File: src/rtl/bidiag_pkg.sv
// ============================================================================
// Module      : bidiag_pkg
// Description : Shared definitions for the bidiagonal matrix collector:
//               default widths, read-FSM state encoding and the helper that
//               maps an output word number to a bank entry.
//               Optional macro BIDIAG_TRANSPOSE_EN selects column-major
//               readout. When it is undefined, readout is row-major.
// Revision    : 1.0 - initial release
// ============================================================================
`default_nettype none

package bidiag_pkg;

  localparam int BIT_NUM      = 18;   // signed width of one real/imag part
  localparam int CHANNEL_SIZE = 16;   // complex entries in one 4x4 matrix
  localparam int ADDR_W       = $clog2(CHANNEL_SIZE);

  typedef enum logic [0:0] {
    IDLE = 1'b0,
    SEND = 1'b1
  } rd_state_t;

  // Output word k -> bank entry. A 4x4 transpose swaps the row and column
  // halves of the index: entry (k%4)*4 + k/4.
  function automatic logic [ADDR_W-1:0] out_index(input logic [ADDR_W-1:0] k);
`ifdef BIDIAG_TRANSPOSE_EN
    return {k[1:0], k[3:2]};
`else
    return k;
`endif
  endfunction

endpackage

`default_nettype wire

File: src/rtl/bidiag_bank.sv
// ============================================================================
// Module      : bidiag_bank
// Description : Two ping-pong banks of CHANNEL_SIZE complex entries held in
//               one register file. It has one synchronous write port and
//               one asynchronous read port. Contents are not reset.
// Ports       : clk        - clock
//               i_we       - write enable
//               i_wr_bank  - bank selected for writing
//               i_wr_addr  - entry selected for writing
//               i_wr_re/im - write data
//               i_rd_bank  - bank selected for reading
//               i_rd_addr  - entry selected for reading
//               o_rd_re/im - read data (combinational)
// Revision    : 1.0 - initial release
// ============================================================================
`default_nettype none

module bidiag_bank #(
  parameter int BIT_NUM      = bidiag_pkg::BIT_NUM,
  parameter int CHANNEL_SIZE = bidiag_pkg::CHANNEL_SIZE
) (
  input  logic                              clk,
  input  logic                              i_we,
  input  logic                              i_wr_bank,
  input  logic [$clog2(CHANNEL_SIZE)-1:0]   i_wr_addr,
  input  logic signed [BIT_NUM-1:0]         i_wr_re,
  input  logic signed [BIT_NUM-1:0]         i_wr_im,
  input  logic                              i_rd_bank,
  input  logic [$clog2(CHANNEL_SIZE)-1:0]   i_rd_addr,
  output logic signed [BIT_NUM-1:0]         o_rd_re,
  output logic signed [BIT_NUM-1:0]         o_rd_im
);

  localparam int DEPTH = 2 * CHANNEL_SIZE;

  logic signed [BIT_NUM-1:0] r_mem_re [0:DEPTH-1];
  logic signed [BIT_NUM-1:0] r_mem_im [0:DEPTH-1];

  // The bank number is the MSB of the flat address.
  always_ff @(posedge clk) begin
    if (i_we) begin
      r_mem_re[{i_wr_bank, i_wr_addr}] <= i_wr_re;
      r_mem_im[{i_wr_bank, i_wr_addr}] <= i_wr_im;
    end
  end

  assign o_rd_re = r_mem_re[{i_rd_bank, i_rd_addr}];
  assign o_rd_im = r_mem_im[{i_rd_bank, i_rd_addr}];

endmodule

`default_nettype wire

File: src/rtl/bidiag_collector.sv
// ============================================================================
// Module      : bidiag_collector
// Description : Collects 4x4 complex bidiagonalized matrices. The samples
//               arrive in row-major order and have no backpressure. The
//               module stores them in two ping-pong banks. Each complete
//               matrix is sent downstream as 16 words over a valid/ready
//               handshake, with a frame start flag and a frame end flag.
//               Macro BIDIAG_TRANSPOSE_EN (optional) selects column-major
//               readout. Timing is the same in both builds.
// Ports       : clk        - clock, rising edge
//               rst        - asynchronous active-high reset
//               valid_i    - input sample strobe
//               R_i / I_i  - input real / imag
//               ready_i    - downstream accepts current word
//               R_o / I_o  - output real / imag (registered)
//               valid_o    - output word valid
//               sof_o      - first word of a matrix
//               eof_o      - last word of a matrix
//               overflow_o - sticky: a sample was dropped because no bank was free
// Revision    : 1.0 - initial release
// ============================================================================
`default_nettype none

module bidiag_collector
  import bidiag_pkg::*;
#(
  parameter int BIT_NUM      = bidiag_pkg::BIT_NUM,
  parameter int CHANNEL_SIZE = bidiag_pkg::CHANNEL_SIZE
) (
  input  logic                      clk,
  input  logic                      rst,
  input  logic                      valid_i,
  input  logic signed [BIT_NUM-1:0] R_i,
  input  logic signed [BIT_NUM-1:0] I_i,
  input  logic                      ready_i,
  output logic signed [BIT_NUM-1:0] R_o,
  output logic signed [BIT_NUM-1:0] I_o,
  output logic                      valid_o,
  output logic                      sof_o,
  output logic                      eof_o,
  output logic                      overflow_o
);

  localparam logic [ADDR_W-1:0] LAST_IDX = ADDR_W'(CHANNEL_SIZE - 1);
  localparam logic [ADDR_W-1:0] ONE      = ADDR_W'(1);

  // Write side
  logic [1:0]        r_full;
  logic [1:0]        w_full_nxt;
  logic [ADDR_W-1:0] r_wr_cnt;
  logic              r_wr_bank;
  logic              r_overflow;
  logic              w_wr_en;

  // Read side
  rd_state_t                 r_state;
  logic [ADDR_W-1:0]         r_rd_cnt;
  logic                      r_rd_bank;
  logic                      r_valid_o;
  logic                      r_sof_o;
  logic                      r_eof_o;
  logic signed [BIT_NUM-1:0] r_re_o;
  logic signed [BIT_NUM-1:0] r_im_o;
  logic                      w_hs;
  logic                      w_last_hs;
  logic                      w_rd_bank;
  logic [ADDR_W-1:0]         w_rd_word;
  logic signed [BIT_NUM-1:0] w_rd_re;
  logic signed [BIT_NUM-1:0] w_rd_im;

  assign w_wr_en   = valid_i && !r_full[r_wr_bank];
  assign w_hs      = r_valid_o && ready_i;
  assign w_last_hs = w_hs && (r_rd_cnt == LAST_IDX);

  // The two banks can never be the write target and the read source at the
  // same time, so a set and a clear on the same edge always hit different bits.
  always_comb begin
    w_full_nxt = r_full;
    if (w_last_hs) begin
      w_full_nxt[r_rd_bank] = 1'b0;
    end
    if (w_wr_en && (r_wr_cnt == LAST_IDX)) begin
      w_full_nxt[r_wr_bank] = 1'b1;
    end
  end

  always_ff @(posedge clk or posedge rst) begin
    if (rst) begin
      r_full     <= '0;
      r_wr_cnt   <= '0;
      r_wr_bank  <= 1'b0;
      r_overflow <= 1'b0;
    end else begin
      r_full <= w_full_nxt;
      if (valid_i) begin
        if (r_full[r_wr_bank]) begin
          r_overflow <= 1'b1;
        end else if (r_wr_cnt == LAST_IDX) begin
          r_wr_cnt  <= '0;
          r_wr_bank <= ~r_wr_bank;
        end else begin
          r_wr_cnt <= r_wr_cnt + ONE;
        end
      end
    end
  end

  // Select the word that the output register loads next. If no word is
  // presented, load word 0 of rd_bank. After word 15, load word 0 of the
  // other bank. In all other cases, load the next word of the same bank.
  always_comb begin
    w_rd_bank = r_rd_bank;
    w_rd_word = '0;
    if (r_valid_o) begin
      if (r_rd_cnt == LAST_IDX) begin
        w_rd_bank = ~r_rd_bank;
      end else begin
        w_rd_word = r_rd_cnt + ONE;
      end
    end
  end

  bidiag_bank #(
    .BIT_NUM      (BIT_NUM),
    .CHANNEL_SIZE (CHANNEL_SIZE)
  ) u_bank (
    .clk       (clk),
    .i_we      (w_wr_en),
    .i_wr_bank (r_wr_bank),
    .i_wr_addr (r_wr_cnt),
    .i_wr_re   (R_i),
    .i_wr_im   (I_i),
    .i_rd_bank (w_rd_bank),
    .i_rd_addr (out_index(w_rd_word)),
    .o_rd_re   (w_rd_re),
    .o_rd_im   (w_rd_im)
  );

  // Read FSM. IDLE spends one cycle noticing that a bank is full. SEND then
  // loads word 0. This gives the fixed one-cycle gap between the full flag
  // being set and valid_o being asserted.
  always_ff @(posedge clk or posedge rst) begin
    if (rst) begin
      r_state   <= IDLE;
      r_rd_cnt  <= '0;
      r_rd_bank <= 1'b0;
      r_valid_o <= 1'b0;
      r_sof_o   <= 1'b0;
      r_eof_o   <= 1'b0;
      r_re_o    <= '0;
      r_im_o    <= '0;
    end else begin
      case (r_state)
        IDLE: begin
          if (r_full[r_rd_bank]) begin
            r_state  <= SEND;
            r_rd_cnt <= '0;
          end
        end
        SEND: begin
          if (!r_valid_o) begin
            r_valid_o <= 1'b1;
            r_sof_o   <= 1'b1;
            r_eof_o   <= 1'b0;
            r_rd_cnt  <= '0;
            r_re_o    <= w_rd_re;
            r_im_o    <= w_rd_im;
          end else if (w_hs) begin
            if (r_rd_cnt == LAST_IDX) begin
              r_rd_bank <= ~r_rd_bank;
              if (r_full[~r_rd_bank]) begin
                r_sof_o  <= 1'b1;
                r_eof_o  <= 1'b0;
                r_rd_cnt <= '0;
                r_re_o   <= w_rd_re;
                r_im_o   <= w_rd_im;
              end else begin
                r_valid_o <= 1'b0;
                r_sof_o   <= 1'b0;
                r_eof_o   <= 1'b0;
                r_state   <= IDLE;
              end
            end else begin
              r_sof_o  <= 1'b0;
              r_eof_o  <= (w_rd_word == LAST_IDX);
              r_rd_cnt <= w_rd_word;
              r_re_o   <= w_rd_re;
              r_im_o   <= w_rd_im;
            end
          end
        end
        default: r_state <= IDLE;
      endcase
    end
  end

  assign R_o        = r_re_o;
  assign I_o        = r_im_o;
  assign valid_o    = r_valid_o;
  assign sof_o      = r_sof_o;
  assign eof_o      = r_eof_o;
  assign overflow_o = r_overflow;

endmodule

`default_nettype wire
File: config.mk
export PLATFORM = sky130hd
export DESIGN_NAME = bidiag_collector
export DESIGN_NICKNAME = d
export VERILOG_FILES = /design/src/rtl/bidiag_pkg.sv /design/src/rtl/bidiag_bank.sv /design/src/rtl/bidiag_collector.sv
export SDC_FILE = /design/constraint.sdc
export NUM_CORES = 2
export LEC_CHECK = 0
export ABC_AREA = 0
export CAP_MARGIN = 10
export CELL_PAD_IN_SITES_DETAIL_PLACEMENT = 1
export CELL_PAD_IN_SITES_GLOBAL_PLACEMENT = 1
export CORE_MARGIN = 1
export CORE_UTILIZATION = 59
export DETAILED_ROUTE_END_ITERATION = 7
export PLACE_DENSITY_LB_ADDON = 0.08
export SYNTH_ARGS = -nofsm -noshare
export SYNTH_HDL_FRONTEND = slang
export SYNTH_SLANG_ARGS = --single-unit
File: constraint.sdc
create_clock -name clk -period 6.7 [get_ports clk]
set_clock_uncertainty 0.15 [all_clocks]
set_input_delay 1.675 -clock clk [delete_from_list [all_inputs] [get_ports clk]]
set_output_delay 1.675 -clock clk [all_outputs]
set_load 0.02 [all_outputs]
After elaboration in Yosys (flattened, before gate mapping):

Memory sizes are Yosys's and may differ from the RTL's.
Cells that the tools add are included.

* divide/modulo/power cells: 0
* $mul: 0
* eq/ne operators: 8
* muxes and demuxes: 45
* bitwise operators: 7
* add/subtract/negate cells: 2
* shift operators: 0
* order comparisons: 5
* reductions and logical operators: 14

Operator list (number)
* $mux 18: 8
* $mux 4: 8
* $mux 1: 23
* $eq 4x4->1 const B: 3
* $reduce_and 3->1: 4
* $add 4x1->4 const B: 2
* $pmux 4 s2: 1
* $logic_and 1x1->1: 6
* $lt 1x2->1 const B: 3
* $ne 3x2->1 const B: 2
* $reduce_and 2->1: 3
* $mux 2: 2
* $ne 4x3->1 const B: 1
* $not 1->1: 4
* $and 2x2->2: 1
* $demux 1 s1: 2
* $ge 1x1->1 const B: 2
* $ne 2x1->1 const B: 1
* $ne 2x2->1 const B: 1
* $not 2->2: 1
* $or 2x2->2: 1
* $pmux 1 s2: 1
* $logic_not 1->1: 1

* bits in registers: 53
* memory bits (writable): 1152
* memory bits (read-only): 0
* latch bits: 0
* memories: 2
* logic and storage cells: 95

Memories
* u_bank.r_mem_im: depth 32, width 18, read ports 1, clocked after memory_dff 0, write ports 1, RTL line bidiag_bank.sv:37 `logic signed [BIT_NUM-1:0] r_mem_im [0:DEPTH-1];`
* u_bank.r_mem_re: depth 32, width 18, read ports 1, clocked after memory_dff 0, write ports 1, RTL line bidiag_bank.sv:36 `logic signed [BIT_NUM-1:0] r_mem_re [0:DEPTH-1];`

Longest topological paths before layout:

* depth in word-level cells: 9
* mapped depth: 11

Modules after synthesis:

Synthesis repeated with hierarchy kept, for this count alone.

* cells, all modules: 2671
* area, all modules: 47200.3 µm²

By module, submodules not included
* bidiag_bank: cells an instance 2500, sequential area each 34593.2 µm², times used 1, area an instance 44879.3 µm²
* bidiag_collector: cells an instance 171, sequential area each 1326.3 µm², times used 1, area an instance 2321.0 µm²

Worst setup path after synthesis:

OpenSTA, ideal clock, no wires.

* kind: input -> register
* from: in valid_i
* to: mem u_bank.r_mem_im[14][0] (enable)
* stages: 4
* arrival: 4764 ps
* library setup time: 474 ps
* path slack: 1312 ps
* path through: and2_1 clkbuf_1 nand2_1 nor3_1

* cells in the longest elaborated chain, start to end: 3

Ends and longest elaborated chain
* start: declaration: RTL line bidiag_collector.sv:32 `input logic valid_i,`
* $logic_and 1x1->1: RTL line bidiag_collector.sv:71 `assign w_wr_en = valid_i && !r_full[r_wr_bank];`
* $mux 1: RTL line bidiag_bank.sv:41 `if (i_we) begin`
* $mux 1 (not written as such): RTL line bidiag_bank.sv:43 `r_mem_im[{i_wr_bank, i_wr_addr}] <= i_wr_im;`
* end: declaration: RTL line bidiag_bank.sv:37

Every way passes these cells.

Final worst setup path:

* from: reg r_valid_o (netlist: valid_o)
* to: out valid_o

RTL lines
* start: declaration: RTL line bidiag_collector.sv:59 `logic r_valid_o;`
* start signal: assignment: RTL line bidiag_collector.sv:147 `r_valid_o <= 1'b0;`
* start signal: assignment: RTL line bidiag_collector.sv:162 `r_valid_o <= 1'b1;`
* start signal: assignment: RTL line bidiag_collector.sv:178 `r_valid_o <= 1'b0;`
* end: declaration: RTL line bidiag_collector.sv:38 `output logic valid_o,`

No word-level cell between the ends.

==> summary.md <==
| Metric | Value |
|---|---|
| Status | `complete, no violations` |
| WL final | `126000 um` |
| Worst-path maximum fanout | `51` |
| Synth warn | `0` |
| CP Launch Type | `register` |
| Synthesized instance count | `2155` |
| Yosys reg bits | `1205` |
| Final net count | `2366` |
| ANT cells | `0` |
| Syn Std Cell Area | `0.0461 mm2` |
| DRC | `0` |
| Die Height | `281 um` |
| Most used DFF post-synth | `edfxtp_1` |
| Die ar. | `0.0792 mm2` |
| Final TNS setup | `0 ps` |
| P&R area growth vs syn | `14.9%` |
| CTS Root Cell | `clkbuf_16` |
| Sw frac | `0.327` |
| Via Count | `23.7k` |
| Die width | `281 um` |
| Pre-CTS WS | `1510 ps` |
| CTS tree | `done` |
| Async S/R FF share, synth | `0.0440` |
| RSZ-0062 raised after global routing | `no` |
| Initial Util | `0.596` |
| FILL cells | `6022` |
| Sequential Power Share | `0.379` |
| Worst endpoint data arrival time | `2860 ps` |
| Cell Pwr Density | `453 mW/mm2` |
| Critical Path Sink Type | `primary output` |
| ANT nets after route | `0` |
| Skew-Pair Late Insertion Delay | `690 ps` |
| TritonRoute pass-1 iters | `7` |
| Final hold violation count | `0` |
| Critical Path RT | `4880 ps` |
| Post-DP Area | `0.0485 mm2` |
| H-tree level count | `3` |
| Register area share after synthesis | `0.779` |
| Total grt overflow | `0` |
| I/O pin count | `80` |
| Wire length per cell | `36.3 um` |
| Post-CTS Hold Buffers | `0` |
| GP Congestion | `0.874` |
| Final Cell Area | `0.0530 mm2` |
| Port Buffers | `79` |
| Fin util | `0.685` |
| Final min period | `4690 ps` |
| Sink Count | `1205` |
| Unique masters post-synth | `46` |
| Row cnt | `102` |
| Multi-input gate area | `0.00981 mm2` |
| Min-delay worst type | `reg2reg` |
| Max-slew violation count | `0` |
| Worst Tran Pin Value | `1220 ps` |
| Maxcap violations | `0` |
| Final Setup Violations | `0` |
| Register clock-pin slew on the reported worst setup and hold paths | `60 ps` |
| GR Util All Layers | `0.325` |
| Post-synthesis area per instance | `21.4 um2` |
| Post-synth EDFFs | `1152` |
| Total CTS buffers | `120` |
| Worst-case clock buffer depth | `3` |
| DRT iter0 DRCs | `2979` |
| Int Pwr | `16.1 mW` |
| Logic pwr share | `0.322` |
| WHS | `331 ps` |
| Vias per cell | `6.82` |
| NetSw | `7.85 mW` |
| Postcts setup bufs | `0` |
| Final WS setup | `2010 ps` |
| Synthesized Nets | `2200` |
| Setup CP Type | `reg2out` |
| Largest net degree at the start of global routing | `99` |
| Global-route wire length before repair | `178000 um` |
| PostCTS Resize Cnt | `0` |
| Area taken by flip-flops and latches | `0.0359 mm2` |
| Tcrit/Tclk final | `0.699` |
| Clock network power share | `0.299` |
| Fmax | `0.213 GHz` |
| Core footprint | `0.0773 mm2` |
| Max-slew headroom | `0.185` |
| DP HPWL | `73400 um` |
| Initial antenna violation count | `9` |
| VDD IR max | `0.000443 V` |
| Ratio of cells with drive above 1 in the final layout | `0.260` |
| Pleak | `16.9 nW` |
| Number of global-route vias before repair | `24.3k` |
==> placed cells by master (no fill, tap or decap), types with 3 or more instances in the layout <==
| master | instances |
|---|---|
| nand2_1 | 205 |
| clkinv_4 | 5 |
| nor2_4 | 28 |
| buf_2 | 8 |
| a32oi_1 | 36 |
| ha_1 | 5 |
| bufinv_16 | 21 |
| mux4_2 | 288 |
| buf_16 | 3 |
| nand2b_1 | 3 |
| nor3_2 | 3 |
| a31oi_1 | 37 |
| o21ai_0 | 11 |
| dfrtp_1 | 52 |
| clkdlybuf4s50_1 | 71 |
| o22ai_1 | 3 |
| and3_1 | 3 |
| inv_1 | 8 |
| clkinvlp_4 | 15 |
| buf_12 | 12 |
| clkbuf_1 | 16 |
| edfxtp_1 | 1152 |
| clkinv_1 | 14 |
| clkbuf_8 | 7 |
| a21boi_1 | 36 |
| buf_4 | 71 |
| nor2b_1 | 4 |
| xnor2_1 | 4 |
| clkbuf_16 | 124 |
| nand3_1 | 40 |
| a2111o_1 | 36 |
| clkinv_2 | 25 |
| nor2_1 | 6 |
| a21oi_1 | 39 |
| mux2i_1 | 3 |
==> routing by layer <==
layer / share of wire / vias to the layer above / track usage
met1: 0.39 / 12800 / 0.453
met4: 0.031 / 8 / 0.0991
li1: - / 9326 / -
met5: 0.00036 / - / 0
met3: 0.092 / 217 / 0.0731
met2: 0.49 / 1337 / 0.521
==> worst paths after layout <==
check,end,slack [ps],cells past startpoint,startpoint
max,valid_o,2010,2,valid_o$_DFFE_PP0P_
min,overflow_o$_DFFE_PP0P_,330,1,overflow_o$_DFFE_PP0P_
max reg2reg,R_o[17]$_DFFE_PP0P_,2170,8,r_rd_cnt[0]$_DFFE_PP0P_
min reg2reg,overflow_o$_DFFE_PP0P_,330,1,overflow_o$_DFFE_PP0P_
max in group asynchronous,I_o[17]$_DFFE_PP0P_,4190,3,rst
min in group asynchronous,I_o[3]$_DFFE_PP0P_,1190,2,rst
==> per-stage QoR <==
stage | power (mW) | instances
after floorplan | 14.0 | 2155
after global placement | 16.7 | 3227
after detailed placement | 16.8 | 3229
after CTS | 24.0 | 3457
after global routing | 24.6 | 3467
final | 24.0 | 3467
==> cells in the mapped netlist (2+ instances only) <==
| master | count | area (um2) |
|---|---|---|
| edfxtp_1 | 1152 | 34600 |
| mux4_2 | 288 | 6490 |
| nand2_1 | 205 | 769 |
| clkbuf_1 | 81 | 304 |
| dfrtp_1 | 53 | 1330 |
| nand3_1 | 40 | 200 |
| a21oi_1 | 39 | 195 |
| a31oi_1 | 37 | 231 |
| a2111o_1 | 36 | 405 |
| a21boi_1 | 36 | 270 |
| a32oi_1 | 36 | 315 |
| nor2_1 | 34 | 128 |
| buf_6 | 20 | 225 |
| o21ai_0 | 11 | 55.1 |
| buf_2 | 10 | 50.1 |
| buf_1 | 9 | 33.8 |
| inv_1 | 9 | 33.8 |
| ha_1 | 5 | 62.6 |
| and3_1 | 4 | 25.0 |
| nand2b_1 | 4 | 25.0 |
| nor2b_1 | 4 | 25.0 |
| nor3_1 | 4 | 20.0 |
| o22ai_1 | 4 | 25.0 |
| xnor2_1 | 4 | 35.0 |
| buf_4 | 3 | 22.5 |
| mux2i_1 | 3 | 30.0 |
| a21o_1 | 2 | 15.0 |
| and2_1 | 2 | 12.5 |
| nand3b_1 | 2 | 15.0 |
| o21ai_1 | 2 | 10.0 |
==> critical path: stages, from the launching register on <==
cell	delay (ps)
dfrtp_4	880
buf_4	570
clkdlybuf4s50_1	710
==> sequential cells by signal (all words and copies together), names as in the netlist <==
signal / count
u_bank.r_mem_im: 576
overflow_o: 1
eof_o: 1
r_wr_bank: 1
I_o: 18
u_bank.r_mem_re: 576
r_full: 2
valid_o: 1
r_rd_bank: 1
r_rd_cnt: 4
sof_o: 1
r_wr_cnt: 4
R_o: 18
r_state: 1
==> power by group through the flow <==
stage | Combinational [mW] | Sequential [mW] | Clock, mW
after floorplan | 4.81 | 9.20 | 0
after global placement | 7.51 | 9.19 | 0
after detailed placement | 7.57 | 9.24 | 0
after CTS | 7.68 | 9.08 | 7.20
after global routing | 8.05 | 9.11 | 7.44
final | 7.73 | 9.08 | 7.16
==> cells by family (layout without fill, tap and decap cells) <==
logic type | Yosys count | count (layout) | share of synthesized area
fa+ha+maj | 5 | 5 | 0.00136
flops | 1205 | 1205 | 0.779
mux | 292 | 292 | 0.142
simple gates | 306 | 306 | 0.0278
xor+xnor | 4 | 4 | 0.000760
buf+inv | 132 | 404 | 0.0145
compound gates | 211 | 211 | 0.0345
==> layout make-up <==
cell class	count	share of cell area
Clock buffer	147	0.0616
Clock inverter	81	0.0186
Inverter	9	0.000662
Multi-Input combinational cell	818	0.185
Sequential cell	1205	0.678
Tap cell	1040	0.0246
Timing Repair Buffer	167	0.0309
Power figures use the tool's default switching activity.
